$ cat src/rtl/pp_mult_sequencer.sv
// ============================================================================
// pp_mult_sequencer
// ----------------------------------------------------------------------------
// Purpose:
//   Sequential unsigned shift-and-add multiplier. An operand pair is captured
//   on the input handshake. One partial product per clock is then added into a
//   2*WIDTH accumulator. The finished product is held on P until the consumer
//   accepts it.
//
//   State flow: IDLE -> ACCUM -> DONE -> IDLE
//     IDLE  : in_ready=1, waiting for an operand pair
//     ACCUM : one multiplier bit consumed per cycle
//     DONE  : out_valid=1, P=product, held until out_ready
//
// Ports:
//   clk        in   1        rising-edge clock for all state
//   rst        in   1        synchronous active-high reset
//   in_valid   in   1        operand pair A/B presented
//   in_ready   out  1        operands can be accepted (IDLE only)
//   A          in   WIDTH    multiplicand, sampled on input handshake
//   B          in   WIDTH    multiplier, sampled on input handshake
//   out_valid  out  1        P holds a completed product
//   out_ready  in   1        consumer accepts P
//   P          out  2*WIDTH  unsigned product A*B, zero outside DONE
//   busy       out  1        high in ACCUM or DONE
//
// Configuration macro:
//   ZERO_SKIP_EN - when defined, ACCUM ends as soon as no set multiplier bits
//                  remain above the current index. This shortens the run for
//                  small multipliers. When undefined, ACCUM always lasts
//                  exactly WIDTH cycles, whatever the operand values.
// ============================================================================
module pp_mult_sequencer #(
    parameter int WIDTH = 8
) (
    input  logic               clk,
    input  logic               rst,
    input  logic               in_valid,
    output logic               in_ready,
    input  logic [WIDTH-1:0]   A,
    input  logic [WIDTH-1:0]   B,
    output logic               out_valid,
    input  logic               out_ready,
    output logic [2*WIDTH-1:0] P,
    output logic               busy
);

    localparam int              IDXW     = (WIDTH > 1) ? $clog2(WIDTH) : 1;
    localparam logic [IDXW-1:0] LAST_IDX = IDXW'(WIDTH - 1);

    typedef enum logic [1:0] {
        IDLE  = 2'd0,
        ACCUM = 2'd1,
        DONE  = 2'd2
    } state_t;

    state_t               state;
    state_t               next_state;

    logic [WIDTH-1:0]     a_r;
    logic [WIDTH-1:0]     b_r;
    logic [2*WIDTH-1:0]   acc;
    logic [IDXW-1:0]      idx;

    logic [2*WIDTH-1:0]   partial;
    logic                 last_step;
    logic                 take_in;

    // Input handshake. in_ready depends only on the state, so no comb loop
    // goes through in_valid.
    assign take_in = in_valid && in_ready;

    // Partial product for the current multiplier bit, aligned to its weight.
    // The running sum is bounded by (2^WIDTH-1)^2, which always fits in
    // 2*WIDTH bits. The accumulator therefore can never wrap.
    always_comb begin
        partial = {{WIDTH{1'b0}}, a_r & {WIDTH{b_r[idx]}}} << idx;
    end

`ifdef ZERO_SKIP_EN
    logic [WIDTH-1:0] b_rest;

    // Early exit: once every multiplier bit above idx is zero, the remaining
    // partial products contribute nothing. At least one ACCUM cycle is still
    // spent, so B=0 finishes after idx 0 with a zero product.
    always_comb begin
        b_rest    = b_r >> idx;
        last_step = (idx == LAST_IDX) || ((b_rest >> 1) == '0);
    end
`else
    // Fixed-length run: every bit position is visited, so operands such as 0
    // or all-ones take exactly the same number of cycles as any other value.
    always_comb begin
        last_step = (idx == LAST_IDX);
    end
`endif

    // State register. Reset returns to IDLE, which discards any product in
    // flight.
    always_ff @(posedge clk) begin
        if (rst) begin
            state <= IDLE;
        end else begin
            state <= next_state;
        end
    end

    // Next-state logic. in_valid is only looked at in IDLE and out_ready only
    // in DONE. Strobes on either signal in any other state have no effect.
    always_comb begin
        next_state = state;
        case (state)
            IDLE: begin
                if (take_in) begin
                    next_state = ACCUM;
                end
            end
            ACCUM: begin
                if (last_step) begin
                    next_state = DONE;
                end
            end
            DONE: begin
                if (out_ready) begin
                    next_state = IDLE;
                end
            end
            default: begin
                next_state = IDLE;
            end
        endcase
    end

    // Datapath registers. Operands are frozen once captured, so a new in_valid
    // during ACCUM or DONE cannot disturb a product in progress. The
    // accumulator is left alone in DONE, which keeps P stable under
    // backpressure.
    always_ff @(posedge clk) begin
        if (rst) begin
            a_r <= '0;
            b_r <= '0;
            acc <= '0;
            idx <= '0;
        end else begin
            case (state)
                IDLE: begin
                    if (take_in) begin
                        a_r <= A;
                        b_r <= B;
                        acc <= '0;
                        idx <= '0;
                    end
                end
                ACCUM: begin
                    acc <= acc + partial;
                    idx <= last_step ? '0 : idx + IDXW'(1);
                end
                default: begin
                end
            endcase
        end
    end

    // Output decode. P is forced to zero outside DONE so that a consumer
    // never sees a partial sum.
    always_comb begin
        in_ready  = 1'b0;
        out_valid = 1'b0;
        busy      = 1'b0;
        P         = '0;
        case (state)
            IDLE: begin
                in_ready = 1'b1;
            end
            ACCUM: begin
                busy = 1'b1;
            end
            DONE: begin
                busy      = 1'b1;
                out_valid = 1'b1;
                P         = acc;
            end
            default: begin
            end
        endcase
    end

    // Protocol invariants: the block never offers and accepts at the same
    // time, and a stalled product stays valid and unchanged.
    a_no_overlap: assert property (@(posedge clk) !(in_ready && out_valid));

    a_hold_stable: assert property (@(posedge clk) disable iff (rst)
        (out_valid && !out_ready) |=> (out_valid && $stable(P)));

endmodule

$ cat config.mk
export PLATFORM = sky130hd
export DESIGN_NAME = pp_mult_sequencer
export DESIGN_NICKNAME = d
export VERILOG_FILES = /design/src/rtl/pp_mult_sequencer.sv
export SDC_FILE = /design/constraint.sdc
export NUM_CORES = 1
export LEC_CHECK = 0
export ABC_AREA = 1
export CORE_MARGIN = 5
export CORE_UTILIZATION = 60
export DETAILED_ROUTE_END_ITERATION = 7
export PLACE_DENSITY = 0.84
export SLEW_MARGIN = 30
export SYNTH_ARGS = -nofsm -noshare
export SYNTH_HDL_FRONTEND = slang
export SYNTH_SLANG_ARGS = --single-unit
$ cat constraint.sdc
create_clock -name clk -period 3.53 [get_ports clk]
set_input_delay 0.706 -clock clk [delete_from_list [all_inputs] [get_ports clk]]
set_output_delay 0.706 -clock clk [all_outputs]
set_load 0.02 [all_outputs]
==> metrics list <==
- Wire length per cell after detailed routing: 13.0 µm
* Run status: finished clean
- Registers take 741 µm².
- Met3 routed wirelength: 475 µm
- In the layout the commonest cells are sky130_fd_sc_hd__nand2_1, sky130_fd_sc_hd__inv_1, sky130_fd_sc_hd__a21oi_1.
- Transition at the pin with the smallest max-transition slack: 0.661 ns
- Crit-path cells: inv_1, nand3_2, and2_4, nand4_1, nor2_1, ha_1, inv_1, fa_1, inv_1, nand3_1, nand3_1, nand2_1, nand2_1, nand2_1, nand3b_1, nand3_1, a21oi_1
- On the final layout, the worst clock skew is 0.0137 ns.
* Endpoint of the lowest-slack register-to-register path: acc[10]
* Gr usage total: 0.239
- 0 antenna diodes ended up in the layout.
* Row cnt: 25
* #FFs+latches synth: 37
* Total I/O pin count: 39
- The synthesized netlist occupies a cell area of 0.00284 mm².
- Number of global-route vias before repair: 2799
- The area growth from synthesis to layout is 17.7%.
- Origin of the worst min-delay path: b_r[4]
- Resized Gates After CTS: 0
- Setup violations remaining at the end of the flow were counted as 0.
- Of the total power, combinational logic draws 0.481.
- Antenna violations before repair: 0
- In the synthesized netlist, the number of instances is 446.
- Shortest period the worst path allows: 2.94 ns
* Initial core utilization: 0.608
- R2r startpoint: idx[2]
- In this run, CTS created clock tree buffers numbering 5.
* Total cell area at the placement stage: 0.00324 mm²
- Dividing the detail-routed via count by the number of cells gives 5.53.
* DR iter-0 viols: 254
- Detailed-routed wire length on met2: 3210 µm
- TritonCTS built the clock tree.
- CTS built an H-tree with a depth of 2.
- Clock slew at the register clock pins of the worst setup and hold paths: 0.09 ns
* Max Clock Freq: 0.341 GHz
* Aggregate global routing overflow: 0
- Once layout is complete, the cells apart from fillers number 536.
- The analysis attributes to net switching a power of 0.000749 W.
* Maximum clock path buffer count: 2
- Entering global routing, the biggest net connects 26 pins.
- Data required time at the worst endpoint: 3.76 ns
- From bottom edge to top edge, the die measures 78.7 µm.
- After detailed routing, no signal wire sits above met4.
* Root cell of the clock tree: sky130_fd_sc_hd__clkbuf_8
- Largest fanout of any net on the critical path: 13
* Buffers & Inverters on Critical Path: 3
- The die covers 0.00620 mm².
- Maximum capacitance violations: 0
- After legalization and detailed placement, the total HPWL measured 5350 µm.
- Most common cell after layout, fill and taps aside: sky130_fd_sc_hd__nand2_1
- After detailed routing, the number of remaining DRC violations is 0.
* TritonRoute pass-1 iters: 4
- The worst setup path is launched from a register.
* Synth Warn #: 0
- The number of hold buffers added after CTS was 0.
- Clock sink count: 37
* Clock insertion delay at the later pin of the skew report: 0.30 ns
- STA classifies the critical path endpoint as a register.
- Grouping stages by cell kind, the critical path spends the most delay in simple AND/OR/NAND/NOR gates.
* Final total negative setup slack: 0 ns
- Number of distinct standard cells referenced by the synthesized netlist: 30
- Inst Count DP: 528
* Data arrival time of the critical path: 3.17 ns
- Of the total power, the clock network draws 0.194.
- Filler cell count: 410
- Unrepaired setup endpoints after global routing: false
- Across the VDD grid, the largest voltage drop is 0.000430 V.
* Flop pwr share: 0.325
- The critical path in this run is classified as reg2reg.
- Met1 layer wirelength in the final routing: 3230 µm
- Measured in cells, the most critical reg-to-reg path has a length of 17.
- The worst hold path belongs to the class reg2reg.
- Tcrit/Tclk final: 0.832
- Summed over all cells, the static leakage comes to 1.72 nW.
- Wire length of the first global-routing pass: 12100 µm
* Endpoint of the worst hold-timing path: b_r[4]
* Area used by multi-input combinational logic: 0.00176 mm²
- The count of buffers added on input and output ports is 38.
- Synthesized netlist net count: 488
* R2R Setup Slk: 0.59 ns
- Post-layout instance area: 0.00334 mm²
- Internal power contribution: 0.000922 W
- In this run the tightest slew margin relative to its limit is 0.559.
* Net switching fraction of the power: 0.448
- CP max stage delay: 0.67 ns
* Setup Fix Bufs, Post-CTS: 0
- Slowest cell on the critical path: sky130_fd_sc_hd__dfxtp_1
* Net total in the final layout: 523
- The share of the Yosys chip area taken by registers is 0.261.
* Count of antenna-violating nets left after detailed routing: 0
- RePlAce Congestion: 0.957
* Final hold viol count: 0
- On the final layout, the worst hold slack is 0.459 ns.
- The total area inside the core boundary comes to 0.00466 mm².
* Ratio of cells with drive above 1 in the final layout: 0.0705
- The count of final max-slew check failures was 0.
- Routed WL: 6990 µm
* Vias: 2965
* Synthesized area per cell: 6.36 µm²
* X dimension of the die: 78.7 µm
- Dividing total power by cell area gives a power density of 501 mW/mm².
- The worst hold path was traced through 2 stages.
[worst max-delay path by stage]
| stage | startpoint | end | cells after the start |
|---|---|---|---|
| after floorplan | idx[0] | acc[14] | 20 |
| after global placement | idx[2] | acc[14] | 18 |
| after detailed placement | idx[2] | acc[10] | 17 |
| after CTS | idx[2] | acc[10] | 17 |
| after global routing | idx[2] | acc[14] | 17 |
| final | idx[2] | acc[10] | 17 |
[power groups by stage]
stage               registers, W  clock network, W  logic (W)
floorplan               0.000542                 0   0.000607
global placement        0.000551                 0   0.000784
detailed placement      0.000552                 0   0.000795
CTS                     0.000543          0.000326   0.000800
global route            0.000552          0.000350   0.000902
finish                  0.000543          0.000324   0.000803
[per-stage QoR]
step	total power, W	util	setup WS [ns]
after floorplan	0.00115	-	1.12
after global placement	0.00133	0.696	0.742
after detailed placement	0.00135	0.696	0.642
after CTS	0.00167	0.716	0.622
after global routing	0.00180	0.716	0.293
final	0.00167	0.716	0.594
[layout make-up]
cell class,instances,area share
Clock buffer,6,0.0247
Clock inverter,2,0.00412
Inverter,63,0.0708
Multi-Input combinational cell,329,0.528
Sequential cell,37,0.222
Tap cell,54,0.0202
Timing Repair Buffer,45,0.130
[worst register-to-register path: cells and delay by family, from the launching register on]
kind	cells	cell delay, ns
and+or+nand+nor	11	1.24
buffers and inverters	3	0.27
AOI/OAI and AO/OA	1	0.13
adders and majority gates	2	0.57
DFF	1	0.67
[sequential cells by signal (all words and copies together), names as in the netlist]
| register | flops |
|---|---|
| a_r | 8 |
| state | 2 |
| b_r | 8 |
| acc | 16 |
| idx | 3 |
[metal layers]
metal	up-vias	global-route usage
met1	1341	0.312
met4	0	0.0944
li1	1523	-
met5	-	0
met3	8	0.0465
met2	93	0.389
[synthesized netlist by cell type]
cell type,number,area share
sky130_fd_sc_hd__clkbuf_1,8,0.011
sky130_fd_sc_hd__nor2_2,1,0.0022
sky130_fd_sc_hd__and2_4,1,0.0031
sky130_fd_sc_hd__ha_1,21,0.093
sky130_fd_sc_hd__dfxtp_1,37,0.26
sky130_fd_sc_hd__a22oi_1,1,0.0026
sky130_fd_sc_hd__fa_1,1,0.0071
sky130_fd_sc_hd__o21ai_0,27,0.048
sky130_fd_sc_hd__clkinv_1,1,0.0013
sky130_fd_sc_hd__nand4_2,6,0.026
sky130_fd_sc_hd__buf_2,6,0.011
sky130_fd_sc_hd__a21oi_1,43,0.076
sky130_fd_sc_hd__or2_0,1,0.0022
sky130_fd_sc_hd__nand2_2,1,0.0022
sky130_fd_sc_hd__nand3_2,6,0.021
sky130_fd_sc_hd__inv_2,3,0.0040
sky130_fd_sc_hd__nor3_1,4,0.0071
sky130_fd_sc_hd__o21bai_1,1,0.0026
sky130_fd_sc_hd__nand3b_1,5,0.013
sky130_fd_sc_hd__nand4_1,10,0.022
sky130_fd_sc_hd__a21o_1,2,0.0053
sky130_fd_sc_hd__nand2_1,119,0.16
sky130_fd_sc_hd__xnor2_1,1,0.0031
sky130_fd_sc_hd__and2_1,1,0.0022
sky130_fd_sc_hd__nor2_1,34,0.045
sky130_fd_sc_hd__nand3_4,1,0.0062
sky130_fd_sc_hd__o22ai_1,1,0.0022
sky130_fd_sc_hd__buf_6,3,0.012
sky130_fd_sc_hd__inv_1,59,0.078
sky130_fd_sc_hd__nand3_1,41,0.072
[kinds of logic after synthesis]
| kind of cell | share of synthesized area |
|---|---|
| simple gates | 0.383 |
| buf+inv | 0.117 |
| compound gates | 0.136 |
| flops | 0.261 |
| fa+ha+maj | 0.0997 |
| xor+xnor | 0.00309 |
No activity file was read; power rests on OpenSTA's default activity.
